File: config.mk
export PLATFORM = sky130hd
export DESIGN_NAME = thrust_input_ctrl
export DESIGN_NICKNAME = d
export VERILOG_FILES = /design/src/rtl/thrust_input_ctrl.sv
export SDC_FILE = /design/constraint.sdc
export NUM_CORES = 1
export LEC_CHECK = 0
export ABC_AREA = 1
export BUFFER_PORTS_ARGS = -buffer_cell sky130_fd_sc_hd__buf_2
export CORE_AREA = 5 5 66 68
export CTS_CLUSTER_DIAMETER = 100
export DETAILED_ROUTE_END_ITERATION = 8
export DIE_AREA = 0 0 71 73
export PLACE_DENSITY = 0.78
export SLEW_MARGIN = 40
export SYNTH_ARGS = -nofsm -noshare
export SYNTH_HDL_FRONTEND = slang
export SYNTH_SLANG_ARGS = --single-unit
File: constraint.sdc
create_clock -name clk_25 -period 4.95 [get_ports clk_25]
set_clock_uncertainty 0.1 [all_clocks]
set_input_delay 0.99 -clock clk_25 [delete_from_list [all_inputs] [get_ports clk_25]]
set_output_delay 0.99 -clock clk_25 [all_outputs]
set_load 0.005 [all_outputs]
File: src/rtl/thrust_input_ctrl.sv
// Player control conditioning for the lunar lander cabinet inputs: thrust lever
// value (analog stick or d-pad ramp) and active-low rotate lines with stick hysteresis.
module thrust_input_ctrl #(
  parameter int unsigned TICK_DIV   = 98425,
  parameter int unsigned THRUST_MAX = 254,
  parameter int unsigned TURN_ON    = 64,
  parameter int unsigned TURN_OFF   = 48
) (
  input  logic       clk_25,
  input  logic       RESET_L,
  input  logic [7:0] analog_y,
  input  logic [7:0] analog_x,
  input  logic       mode_dpad,
  input  logic       dpad_up,
  input  logic       dpad_down,
  input  logic       btn_turn_l,
  input  logic       btn_turn_r,
  output logic [7:0] thrust_out,
  output logic       rot_left_l,
  output logic       rot_right_l,
  output logic       ramp_tick
);

  localparam int unsigned CNT_W = (TICK_DIV > 1) ? $clog2(TICK_DIV) : 1;
  localparam int unsigned TW    = 8;
  localparam int unsigned SW    = 9;

  localparam logic [CNT_W-1:0]   CNT_LAST = CNT_W'(TICK_DIV - 1);
  localparam logic [TW-1:0]      TMAX     = TW'(THRUST_MAX);
  localparam logic signed [SW-1:0] POS_ON  = SW'(TURN_ON);
  localparam logic signed [SW-1:0] POS_OFF = SW'(TURN_OFF);
  localparam logic signed [SW-1:0] NEG_ON  = -POS_ON;
  localparam logic signed [SW-1:0] NEG_OFF = -POS_OFF;

  logic [CNT_W-1:0] cnt_q, cnt_d;
  logic             tick_q, tick_d;
  logic [TW-1:0]    acc_q, acc_d;
  logic [TW-1:0]    thrust_q, thrust_d;
  logic             mode_q, mode_d;
  logic             hyst_l_q, hyst_l_d;
  logic             hyst_r_q, hyst_r_d;
  logic             rot_l_q, rot_l_d;
  logic             rot_r_q, rot_r_d;

  logic signed [SW-1:0] tgt9;
  logic signed [SW-1:0] x9;
  logic [TW-1:0]        atgt;
  logic                 want_l;
  logic                 want_r;

  // Next-state logic for prescaler, accumulator, output and rotate paths
  always_comb begin
    cnt_d    = cnt_q;
    tick_d   = 1'b0;
    acc_d    = acc_q;
    thrust_d = thrust_q;
    mode_d   = mode_dpad;
    hyst_l_d = hyst_l_q;
    hyst_r_d = hyst_r_q;
    rot_l_d  = rot_l_q;
    rot_r_d  = rot_r_q;

    tick_d = (cnt_q == CNT_LAST);
    cnt_d  = (cnt_q == CNT_LAST) ? '0 : cnt_q + CNT_W'(1);

    // 9-bit signed so y=-128 maps to 255 without wrapping
    tgt9 = $signed(SW'(127)) - $signed({analog_y[7], analog_y});
    atgt = ($unsigned(tgt9) > SW'(THRUST_MAX)) ? TMAX : tgt9[TW-1:0];

    // Entering d-pad mode seeds the ramp from the live output; a coincident tick is dropped
    if (mode_dpad && !mode_q) begin
      acc_d = thrust_q;
    end else if (tick_q && mode_q) begin
      if (dpad_up && !dpad_down && (acc_q < TMAX)) begin
        acc_d = acc_q + TW'(1);
      end else if (dpad_down && !dpad_up && (acc_q != '0)) begin
        acc_d = acc_q - TW'(1);
      end
    end

    thrust_d = mode_q ? acc_q : atgt;

    x9 = $signed({analog_x[7], analog_x});
    if (x9 < NEG_ON) begin
      hyst_l_d = 1'b1;
    end else if (x9 > NEG_OFF) begin
      hyst_l_d = 1'b0;
    end
    if (x9 > POS_ON) begin
      hyst_r_d = 1'b1;
    end else if (x9 < POS_OFF) begin
      hyst_r_d = 1'b0;
    end

    // Conflicting requests cancel to no rotation
    want_l  = hyst_l_q | btn_turn_l;
    want_r  = hyst_r_q | btn_turn_r;
    rot_l_d = ~(want_l & ~want_r);
    rot_r_d = ~(want_r & ~want_l);
  end

  always_ff @(posedge clk_25) begin
    if (!RESET_L) begin
      cnt_q    <= '0;
      tick_q   <= 1'b0;
      acc_q    <= '0;
      thrust_q <= '0;
      mode_q   <= 1'b0;
      hyst_l_q <= 1'b0;
      hyst_r_q <= 1'b0;
      rot_l_q  <= 1'b1;
      rot_r_q  <= 1'b1;
    end else begin
      cnt_q    <= cnt_d;
      tick_q   <= tick_d;
      acc_q    <= acc_d;
      thrust_q <= thrust_d;
      mode_q   <= mode_d;
      hyst_l_q <= hyst_l_d;
      hyst_r_q <= hyst_r_d;
      rot_l_q  <= rot_l_d;
      rot_r_q  <= rot_r_d;
    end
  end

  assign thrust_out  = thrust_q;
  assign rot_left_l  = rot_l_q;
  assign rot_right_l = rot_r_q;
  assign ramp_tick   = tick_q;

endmodule

### Yosys cells after proc, flatten, opt, wreduce, memory -nomap -nowiden

Index checks and enable logic that the tools add are counted.

* register bits: 39
* bits of input ports: 23
* output and inout bits: 11
* word-level logic and storage cells: 55

* add/subtract/negate cells: 4
* order comparisons: 6
* equal/unequal tests: 1
* mux-type cells: 10
* bitwise operators: 9
* reductions and logical operators: 16

Operators with widths (count)
* 8-bit 2-to-1 mux: 6
* 17-bit by 1-bit adder with 17-bit output, second input constant: 1
* 17-bit equality test, second input constant: 1
* 8-bit by 7-bit less-than comparator with 1-bit output, second input constant: 2
* 9-bit by 8-bit greater-than comparator with 1-bit output, second input constant: 1
* 8-bit by 8-bit subtractor with 9-bit output, first input constant: 1
* 8-bit by 1-bit adder with 8-bit output, second input constant: 1
* 8-bit by 7-bit greater-than comparator with 1-bit output, second input constant: 1
* 8-bit greater-than comparator, second input constant: 1
* 8-bit less-than comparator, second input constant: 1
* 8-bit nonzero test: 1
* 8-bit by 1-bit subtractor with 8-bit output, second input constant: 1
* 1-bit logical AND: 6
* 2-bit nonzero test: 3
* 1-bit inverter: 5
* 1-bit 2-to-1 mux: 4
* 1-bit zero test: 3
* 3-bit nonzero test: 1
* 1-bit AND: 2
* 1-bit OR: 2
* 2-bit AND reduction: 1
* 2-bit OR reduction: 1

### Logic depth before layout (Yosys ltp)

Gate-level depths: netlist of run 1.

* depth in word-level cells: 7
* depth in mapped cells: 15

### Worst setup path after synthesis of run 1

No wires, ideal clock.

* path kind: input to register
* start: input dpad_up
* end: register acc_q[6]
* arrival time: 2349 ps
* slack: 2386 ps
* stages: 11
* path buffers: 0
* path through: inv_1 -> nor2_1 -> nand2_1 -> ha_1 -> a21oi_1 -> nand2b_1 -> nand4_1 -> nand3_1 -> nand2_1 -> nor2_1 -> nor2_1

* word-level cells in the longest chain between the ends: 5
* elaborated cells on any way between the ends: 10
* classes of those cells: mux: 3; reduce/logical: 7

Ends and longest elaborated chain
* from (decl): line 14 `input logic dpad_up,`
* 1-bit logical AND or 1-bit zero test (tied branches): line 74, 76
* 1-bit logical AND (on tied branches): line 74, 76
* 8-bit 2-to-1 mux or 1-bit logical AND (tied branches): line 74, 76
* 8-bit 2-to-1 mux or 3-bit nonzero test (tied branches)
* 8-bit 2-to-1 mux or 2-bit AND reduction (tied branches)
* to (signal assigned): line 106 `acc_q <= '0;`
* to (signal assigned): line 116 `acc_q <= acc_d;`
* to (decl): line 37 `logic [TW-1:0] acc_q, acc_d;`

Parallel ways exist; a longest one is shown, timed or not. The select of a mux whose other input is x is not followed.
A chain may end at the register's enable or synchronous reset.

### Worst setup path in the final report of run 1

* start: input dpad_down
* end: register acc_q[7]

* word-level cells in the longest chain between the ends: 6
* elaborated cells on any way between the ends: 10
* classes of those cells: mux: 3; reduce/logical: 7

Ends and longest elaborated chain
* from (decl): line 15 `input logic dpad_down,`
* 1-bit zero test: line 74 `if (dpad_up && !dpad_down && (acc_q < TMAX)) begin`
* 1-bit logical AND (2 in series): line 74
* 8-bit 2-to-1 mux: line 74
* 8-bit 2-to-1 mux: line 73 `end else if (tick_q && mode_q) begin`
* 8-bit 2-to-1 mux: line 71 `if (mode_dpad && !mode_q) begin`

Parallel ways exist; a longest one is shown, timed or not. The select of a mux whose other input is x is not followed.

==> summary.txt, run 1 <==
Yosys
  – Sequential share of the synthesized area: 0.3662
  – Ys flop type: dfxtp_1
  – Post-synthesis register bit count: 39
  – Cell area after synthesis: 0.002132 sq mm
  – Syn_nets: 336
  – Syn. warnings: 0
  – Share of flip-flops with an asynchronous set or reset: 0
  – Mean post-synth cell area: 7.036 sq um
  – EDFF count, synth: 0
  – Synthesized instance count: 303
  – Cell variety after synth: 33

Global route
  – First-pass GRT wire length: 8162 microns
  – Met1 usage in global routing: 0.2708
  – Initial antenna violation count: 0
  – Met2 Use GR: 0.3069
  – Vias in the first global route: 1842
  – Met3 usage: 0.04545
  – Top Usage Layer GRT: met2
  – Total track usage: 0.1984
  – Largest net degree at the start of global routing: 21
  – Congestion Overflow GR: 0

Final layout
  – Final core utilization: 0.6364
  – Synth-to-Final Area Change: 13.38%
  – Filler cells: 373
  – Layout cells sized above 1: 0.1888
  – Commonest non-fill, non-tap cells in the layout: 73 x nand2_1, 39 x nor2_1, 39 x dfxtp_1, 33 x buf_2, 28 x a21oi_1
  – Most common cell after layout, fill and taps aside: nand2_1
  – Area of the multi-input gates: 0.001212 sq mm
  – N_diodes: 0
  – Nets@finish: 371
  – Reg area: 780.7 sq um
  – Finished Layout Cells: 389

Worst setup path
  – Crit path capture type: register
  – CP Launch Type: primary input
  – Setup CP Type: in2reg
  – Worst EP required: 5.08 ns
  – Crit path DAT: 2.74 ns
  – Flop-to-flop setup slack: 2.65 ns
  – Largest fanout on the critical path: 8

STA
  – Worst slew pin tran: 0.5057 ns
  – Hold_ws: 0.3792 ns
  – Unrepaired setup endpoints after global routing: false
  – Rel. slew slack: 0.6621
  – Final setup violation count: 0
  – Final Hold Fails: 0
  – Max-slew violation count: 0
  – Highest clock rate: 382.8 MHz
  – Period Utilization, post-route: 0.5277
  – Setup TNS: 0 ns
  – Tmin final: 2.612 ns

Placement
  – Inst Count DP: 381
  – Port bufs: 33
  – HPWL after DPL: 3622 microns
  – Routability cong.: 0.9374

CTS
  – CTS Hold Bufs: 0
  – Setup Buffers After CTS: 0
  – CTS sink count: 39
  – Number of buffers created by CTS: 5
  – Clock latency on the worst-skew pair: 0.29 ns
  – Reg clk slew, reported paths: 0.07 ns
  – # H-tree levels: 2
  – CTS tree: done
  – PostCTS Resize Cnt: 0
  – Clock root cell: clkbuf_8
  – Longest Clk Path Bufs: 2

Routing
  – DRT Wirelength: 4666 microns
  – Residual DRC count: 0
  – DRT Pass-1 Iters: 4
  – Routed Antenna Nets: 0
  – Vias: 2023
  – Initial DRC Count: 145
  – DR WL/cell: 11.99 microns
  – Via density: 5.201

Outcome
  – Status: complete, no violations

Floorplan
  – Die height: 73 microns
  – I/O pins: 34
  – CORE AREA: 0.003799 sq mm
  – Starting Density: 0.5613
  – DIE AREA: 0.005183 sq mm
  – Die width: 71 microns
  – Row Count: 23

Job
  – Max-cap violations: 0

Pwr
  – Pwr/cell area: 282.0 mW/mm^2
  – VDD IR-drop max: 0.2396 mV
  – Leak: 0.001044 uW

Min path
  – Worst min-delay path class: reg2reg
## where the power goes
group,switching [uW],internal [uW]
Sequential,15.8,328
Clock,108,98.9
Combinational,76.8,54.0
Total,200,481
## kinds of logic after synthesis
family                   Yosys count  share of synthesized area
XOR/XNOR                           6                    0.02465
buffers and inverters             35                    0.06514
flip-flops                        39                     0.3662
adder cells (fa/ha/maj)           10                    0.06221
AND/OR/NAND/NOR                  159                     0.3433
AO/OA/AOI/OAI                     54                     0.1385
## sequential cells by signal (all words and copies together) (netlist names)
signal       cells
cnt_q           17
acc_q            8
thrust_out       8
hyst_l_q         1
hyst_r_q         1
mode_q           1
ramp_tick        1
rot_left_l       1
rot_right_l      1
## critical path, stage by stage
cell	delay (ns)
buf_2	0.11
nor2_1	0.18
nand2_1	0.24
ha_1	0.43
a21oi_1	0.17
nand2_1	0.13
a21oi_1	0.16
nand2_1	0.06
nand3_1	0.09
nand2_1	0.07
a21oi_1	0.11
## cell type report
| type | count | area share |
|---|---|---|
| Inverter | 30 | 0.04762 |
| Sequential cell | 39 | 0.3230 |
| Timing Repair Buffer | 33 | 0.06832 |
| Tap cell | 50 | 0.02588 |
| Multi-Input combinational cell | 229 | 0.5016 |
| Clock inverter | 1 | 0.002070 |
| Clock buffer | 7 | 0.03157 |
## metal layers
metal,up-vias,part of all wire
li1,1056,-
met2,45,0.45
met5,-,0
met4,0,0.019
met1,914,0.47
met3,8,0.059
## per-stage QoR
step | setup WS [ns] | total power [uW] | instance area [sq um]
floorplan | 2.386 | 440.5 | 2132
global placement | 2.144 | 477.1 | 2336
detailed placement | 2.064 | 480.9 | 2336
CTS | 2.368 | 686.2 | 2417
global route | 2.133 | 717.9 | 2417
finish | 2.338 | 681.8 | 2417
## synth_stat cells (2+ instances only)
| cell type | n | area, sq um |
|---|---|---|
| nand2_1 | 73 | 274.0 |
| dfxtp_1 | 39 | 780.8 |
| nor2_1 | 39 | 146.4 |
| a21oi_1 | 28 | 140.1 |
| inv_1 | 24 | 90.09 |
| o21ai_0 | 17 | 85.08 |
| nand3_1 | 14 | 70.07 |
| ha_1 | 9 | 112.6 |
| inv_2 | 5 | 18.77 |
| nand3_2 | 5 | 50.05 |
| nand4_1 | 5 | 31.28 |
| nor2_2 | 4 | 25.02 |
| nor4_1 | 4 | 25.02 |
| xnor2_1 | 4 | 35.03 |
| clkbuf_1 | 3 | 11.26 |
| nand3b_1 | 3 | 22.52 |
| or2_0 | 3 | 18.77 |
| or2_2 | 3 | 18.77 |
| a31o_2 | 2 | 17.52 |
| nand2_4 | 2 | 22.52 |
| nor3_1 | 2 | 10.01 |
| o21ai_1 | 2 | 10.01 |
| o21bai_1 | 2 | 15.01 |
| xor2_1 | 2 | 17.52 |
## path summary, 6_finish.rpt
check                  from        to  cells after the start
hold / removal     cnt_q[0]  cnt_q[0]                      1
setup / recovery  dpad_down  acc_q[7]                     11
setup reg to reg   acc_q[1]  acc_q[7]                     12
hold reg to reg    cnt_q[0]  cnt_q[0]                      1
Power figures use the tool's default switching activity.
==> run 2, diff against run 1 <==
--- a/config.mk
+++ b/config.mk
@@ -7,11 +7,11 @@
 export LEC_CHECK = 0
 export ABC_AREA = 1
 export BUFFER_PORTS_ARGS = -buffer_cell sky130_fd_sc_hd__buf_2
-export CORE_AREA = 5 5 66 68
+export CORE_AREA = 5 5 71 73
 export CTS_CLUSTER_DIAMETER = 100
 export DETAILED_ROUTE_END_ITERATION = 8
-export DIE_AREA = 0 0 71 73
-export PLACE_DENSITY = 0.78
+export DIE_AREA = 0 0 76 78
+export PLACE_DENSITY = 0.7
 export SLEW_MARGIN = 40
 export SYNTH_ARGS = -nofsm -noshare
 export SYNTH_HDL_FRONTEND = slang
==> constraint.sdc (replaced) <==
create_clock -name clk_25 -period 2.4 [get_ports clk_25]
set_clock_uncertainty 0.1 [all_clocks]
set_input_delay 0.48 -clock clk_25 [delete_from_list [all_inputs] [get_ports clk_25]]
set_output_delay 0.48 -clock clk_25 [all_outputs]
set_load 0.005 [all_outputs]
==> run 2 against run 1 <==
  * Utilization down 4.8 points
  * Global-route usage down 2.8 points
  * Hold slack worse by 0.12 ns
==> summary.txt, run 2 (synthesis gave the netlist of run 1 again) <==
Placement
  – HPWL after DPL: 3733 microns
  – Routability cong.: 0.8879
  – Port bufs: 33
  – Pre-CTS WS: 0.01778 ns

STA
  – Final WS setup: 0.2311 ns
  – Rel. slew slack: 0.6563
  – Unrepaired setup endpoints after global routing: false
  – Period Utilization, post-route: 0.9037
  – Setup TNS: 0 ns
  – Final setup violation count: 0
  – Max-slew violation count: 0
  – Tmin final: 2.169 ns
  – Highest clock rate: 461.1 MHz
  – Worst slew pin tran: 0.5143 ns
  – Final Hold Fails: 0

Worst setup path
  – Crit path DAT: 2.26 ns
  – CP Launch Type: register
  – Crit path cell chain: nand2_1 -> nor2_1 -> nand2_1 -> nand2_2 -> ha_1 -> a21oi_1 -> nand2b_1 -> nand4_1 -> nand3_1 -> nand2_1 -> nor2_1 -> nor2_1
  – Max stage delay on crit path: 0.35 ns
  – Flop-to-flop setup slack: 0.23 ns
  – Setup CP Type: reg2reg
  – CP max stage cell: dfxtp_1
  – Largest fanout on the critical path: 8
  – Crit path capture type: register
  – Worst EP required: 2.49 ns

Final layout
  – N_diodes: 0
  – Commonest non-fill, non-tap cells in the layout: 72 x nand2_1, 39 x nor2_1, 39 x dfxtp_1, 33 x buf_2, 28 x a21oi_1
  – Most common cell after layout, fill and taps aside: nand2_1
  – Largest register by flop count: cnt_q
  – Nets@finish: 378
  – Filler cells: 407
  – Max reg flops: 17
  – Layout cells sized above 1: 0.2110
  – Synth-to-Final Area Change: 18.49%

Job
  – Max-cap violations: 0

Global route
  – Vias in the first global route: 1925
  – Largest net degree at the start of global routing: 20
  – Congestion Overflow GR: 0
  – Total track usage: 0.1700
  – First-pass GRT wire length: 8397 microns
  – Initial antenna violation count: 0

CTS
  – Clock latency on the worst-skew pair: 0.29 ns
  – Setup Buffers After CTS: 0
  – Clock root cell: clkbuf_8
  – Number of buffers created by CTS: 5
  – CTS Hold Bufs: 0
  – Reg clk slew, reported paths: 0.08 ns
  – CTS tree: done
  – Longest Clk Path Bufs: 2
  – # H-tree levels: 2
  – CTS sink count: 39

Min path
  – Worst min-delay path class: in2reg

Floorplan
  – DIE AREA: 0.005928 sq mm
  – Row Count: 24
  – Die height: 78 microns
  – Starting Density: 0.4965
  – I/O pins: 34
  – Die width: 76 microns
  – CORE AREA: 0.004294 sq mm

Routing
  – DRT Pass-1 Iters: 4
  – Vias: 2018
  – Initial DRC Count: 123
  – DR WL/cell: 12.14 microns
  – DRT Wirelength: 4831 microns
  – Routed Antenna Nets: 0
  – Via density: 5.070
  – Residual DRC count: 0

Pwr
  – Clock share of power: 0.394
  – Comb power frac: 0.178
  – Leak: 0.001104 uW
  – Pwr/cell area: 647.0 mW/mm^2
  – Sw Ratio: 0.2560
  – VDD IR-drop max: 0.4680 mV
  – Internal Pwr Total: 1216 uW
  – Sequential Power Share: 0.428
  – P_sw: 418.3 uW

Outcome
  – Status: complete, no violations
==> run 2: cell types whose count changed in the layout (fill, tap and decap cells not counted), sizes merged <==
cell | before | now
bufinv | 0 | 2
clkbuf | 7 | 6
buf | 33 | 40
clkinv | 1 | 0
==> run 2: cell type report <==
| type | count | area, sq um | area share |
|---|---|---|---|
| clock buffer | 6 | 72.57 | 0.02873 |
| clock inverter | 2 | 60.06 | 0.02377 |
| inverter | 30 | 115.1 | 0.04557 |
| multi-input combinational | 229 | 1215 | 0.4809 |
| sequential | 39 | 780.7 | 0.3091 |
| tap | 52 | 65.06 | 0.02576 |
| timing repair buffer | 40 | 217.7 | 0.08618 |
==> run 2: repair_timing <==
action                                  CTS  global route
endpoints found under the hold margin     0             0
endpoints found under the setup margin    0             5
gates resized for setup                   0             1
==> run 2: path summary, 6_finish.rpt <==
| kind | startpoint | endpoint | cells after the start |
|---|---|---|---|
| max | acc_q[1] | acc_q[6] | 12 |
| min | analog_x[7] | hyst_r_q | 2 |
| max reg2reg | acc_q[1] | acc_q[6] | 12 |
| min reg2reg | hyst_l_q | hyst_l_q | 2 |
==> run 2: power groups by stage <==
stage	sequential [uW]	combinational (uW)	clock [uW]
2_1_floorplan	716	192	0
3_3_place_gp	714	284	0
3_5_place_dp	714	289	0
4_1_cts	699	292	661
5_1_grt	704	334	696
6_report	699	291	644
==> run 2: metrics by stage <==
stage | total power (uW) | hold slack (ns) | cells | util | area [sq um]
finish | 1634 | 0.2617 | 398 | 0.5883 | 2526
global placement | 998.3 | 0.3569 | 390 | 0.5568 | 2391
floorplan | 908.6 | 0.3398 | 303 | - | 2132
detailed placement | 1003 | 0.3778 | 390 | 0.5568 | 2391
CTS | 1653 | 0.2490 | 398 | 0.5877 | 2524
global route | 1734 | 0.2598 | 398 | 0.5883 | 2526
==> run 2: metal layers <==
layer / wire [microns] / track usage / up-vias
met5: 0 / 0 / -
met4: 76 / 0.04804 / 0
met3: 331 / 0.04977 / 8
met2: 2139 / 0.2688 / 53
met1: 2283 / 0.2248 / 880
li1: - / - / 1077
==> run 2: critical path, delay by kind of cell, from the launching register on <==
family	cells	cell delay (ns)
AO/OA/AOI/OAI	1	0.24
adder cells (fa/ha/maj)	1	0.33
flip-flops	1	0.35
AND/OR/NAND/NOR	10	1.06
==> run 3, diff against run 2 <==
--- a/config.mk
+++ b/config.mk
@@ -7,11 +7,11 @@
 export LEC_CHECK = 0
 export ABC_AREA = 1
 export BUFFER_PORTS_ARGS = -buffer_cell sky130_fd_sc_hd__buf_2
-export CORE_AREA = 5 5 71 73
+export CORE_AREA = 5 5 75 77
 export CTS_CLUSTER_DIAMETER = 100
 export DETAILED_ROUTE_END_ITERATION = 8
-export DIE_AREA = 0 0 76 78
-export PLACE_DENSITY = 0.7
+export DIE_AREA = 0 0 80 82
+export PLACE_DENSITY = 0.63
 export SLEW_MARGIN = 40
 export SYNTH_ARGS = -nofsm -noshare
 export SYNTH_HDL_FRONTEND = slang
==> run 3 against run 2 <==
  * Final cell count is 4.3% higher
  * Register-to-register slack worse by 0.02 ns
  * Non-clock buffer count fell by 1
  * Fmax decreased by 1.0%
  * Count of clock-buffer cells in the layout fell by 1
  * Largest cell class unchanged
  * Final area is 0.15% lower
  * Sequential power hardly changed
  * Clock power shrank 14%
  * Critical endpoint is now acc_q[5]
==> summary.txt, run 3 (synthesis gave the netlist of run 1 again) <==
Pwr
  – Sequential Power Share: 0.455
  – VDD IR-drop max: 0.3696 mV
  – Comb power frac: 0.185
  – P_sw: 433.2 uW
  – Pwr/cell area: 611.0 mW/mm^2
  – Clock share of power: 0.359
  – Sw Ratio: 0.2811
  – Leak: 0.001091 uW
  – Internal Pwr Total: 1108 uW

STA
  – Max-slew violation count: 0
  – Final WS setup: 0.2087 ns
  – Setup TNS: 0 ns
  – Final setup violation count: 0
  – Tmin final: 2.191 ns
  – Final Hold Fails: 0
  – Period Utilization, post-route: 0.9131
  – Unrepaired setup endpoints after global routing: false
  – Rel. slew slack: 0.6322
  – Highest clock rate: 456.3 MHz
  – Worst slew pin tran: 0.5466 ns

Floorplan
  – Die height: 82 microns
  – DIE AREA: 0.006560 sq mm
  – Row Count: 26
  – Starting Density: 0.4312
  – CORE AREA: 0.004945 sq mm
  – Die width: 80 microns
  – I/O pins: 34

Placement
  – Port bufs: 33
  – Area after DPL: 0.002406 sq mm
  – Routability cong.: 0.8735
  – Pre-CTS WS: 0.003966 ns
  – HPWL after DPL: 3768 microns
  – Inst Count DP: 407

Global route
  – Total track usage: 0.1600
  – First-pass GRT wire length: 8259 microns
  – Largest net degree at the start of global routing: 20
  – Vias in the first global route: 1842
  – Initial antenna violation count: 0
  – Congestion Overflow GR: 0

Routing
  – DRT Pass-1 Iters: 6
  – Via density: 4.920
  – DRT Wirelength: 4844 microns
  – DR WL/cell: 11.67 microns
  – Residual DRC count: 0
  – Routed Antenna Nets: 0
  – Vias: 2042
  – Initial DRC Count: 100

Final layout
  – Commonest non-fill, non-tap cells in the layout: 72 x nand2_1, 39 x nor2_1, 38 x dfxtp_1, 33 x buf_2, 28 x a21oi_1
  – Max reg flops: 17
  – Most common cell after layout, fill and taps aside: nand2_1
  – Layout cells sized above 1: 0.2145
  – Final core utilization: 0.5101
  – N_diodes: 0
  – Synth-to-Final Area Change: 18.31%
  – Final instance area: 0.002522 sq mm
  – Largest register by flop count: cnt_q
  – Nets@finish: 377
  – Finished Layout Cells: 415

CTS
  – CTS sink count: 39
  – PostCTS Resize Cnt: 0
  – Reg clk slew, reported paths: 0.08 ns
  – Number of buffers created by CTS: 5
  – Clock root cell: clkbuf_8
  – CTS tree: done
  – CTS Hold Bufs: 0
  – Setup Buffers After CTS: 0
  – Longest Clk Path Bufs: 2
  – # H-tree levels: 2
  – Clock latency on the worst-skew pair: 0.29 ns

Worst setup path
  – Crit path max-delay family: simple AND/OR/NAND/NOR gates
  – CP Launch Type: register
  – CP max stage cell: dfxtp_2
  – Max stage delay on crit path: 0.39 ns
  – Crit path capture type: register
  – Most frequent CP cell: nand2_1
  – Setup CP Type: reg2reg
  – Crit path cell chain: nand2_1 -> nor2_1 -> nand2_1 -> nand2_2 -> ha_1 -> a21oi_1 -> nand2_1 -> nand3_1 -> nand2_1 -> nand2_1 -> nand3_1 -> nand2_1 -> a21oi_1
  – Crit path DAT: 2.27 ns
  – CP Buf/Inv Count: 0
  – Largest fanout on the critical path: 8
  – Worst EP required: 2.48 ns

Outcome
  – Status: complete, no violations

Job
  – Max-cap violations: 0

Min path
  – Worst min-delay path class: in2reg
[run 3: stage by stage]
stage	hold WS [ns]	power, uW
after floorplan	0.3398	908.6
after global placement	0.3566	998.2
after detailed placement	0.3644	999.7
after CTS	0.2362	1558
after global routing	0.2441	1627
final	0.2506	1541
[run 3: final timing paths]
kind	to	cells past startpoint	slack (ns)	start
worst min-delay path	hyst_r_q	2	0.25	analog_x[7]
worst min register to register	cnt_q[0]	1	0.39	cnt_q[0]
worst max register to register	acc_q[5]	13	0.21	acc_q[4]
worst max-delay path	acc_q[5]	13	0.21	acc_q[4]
[run 3: cell type report]
| class | instances | area (sq um) |
|---|---|---|
| fill | 518 | 2422 |
| multi-input combinational | 229 | 1215 |
| sequential | 39 | 782.0 |
| timing repair buffer | 39 | 210.2 |
| inverter | 30 | 115.1 |
| tap | 70 | 87.58 |
| clock buffer | 5 | 68.82 |
| clock inverter | 3 | 43.79 |
[run 3: worst register-to-register path: stages (launching register included)]
cell     delay, ns
dfxtp_2       0.39
nand2_1       0.07
nor2_1        0.15
nand2_1       0.12
nand2_2       0.18
ha_1          0.32
a21oi_1       0.17
nand2_1       0.14
nand3_1       0.14
nand2_1       0.06
nand2_1       0.06
nand3_1       0.07
nand2_1       0.07
a21oi_1       0.05
[run 3: metal layers]
| metal | share of wire | vias up | track usage |
|---|---|---|---|
| met1 | 0.47 | 905 | 0.2060 |
| met3 | 0.061 | 11 | 0.03838 |
| met5 | 0 | - | 0 |
| met2 | 0.45 | 53 | 0.2566 |
| li1 | - | 1073 | - |
| met4 | 0.021 | 0 | 0.06588 |
[run 3: power groups by stage]
stage | clock network [uW] | registers [uW] | logic, uW
floorplan | 0 | 716 | 192
global placement | 0 | 716 | 282
detailed placement | 0 | 716 | 283
CTS | 571 | 701 | 286
global route | 597 | 706 | 324
finish | 554 | 702 | 286
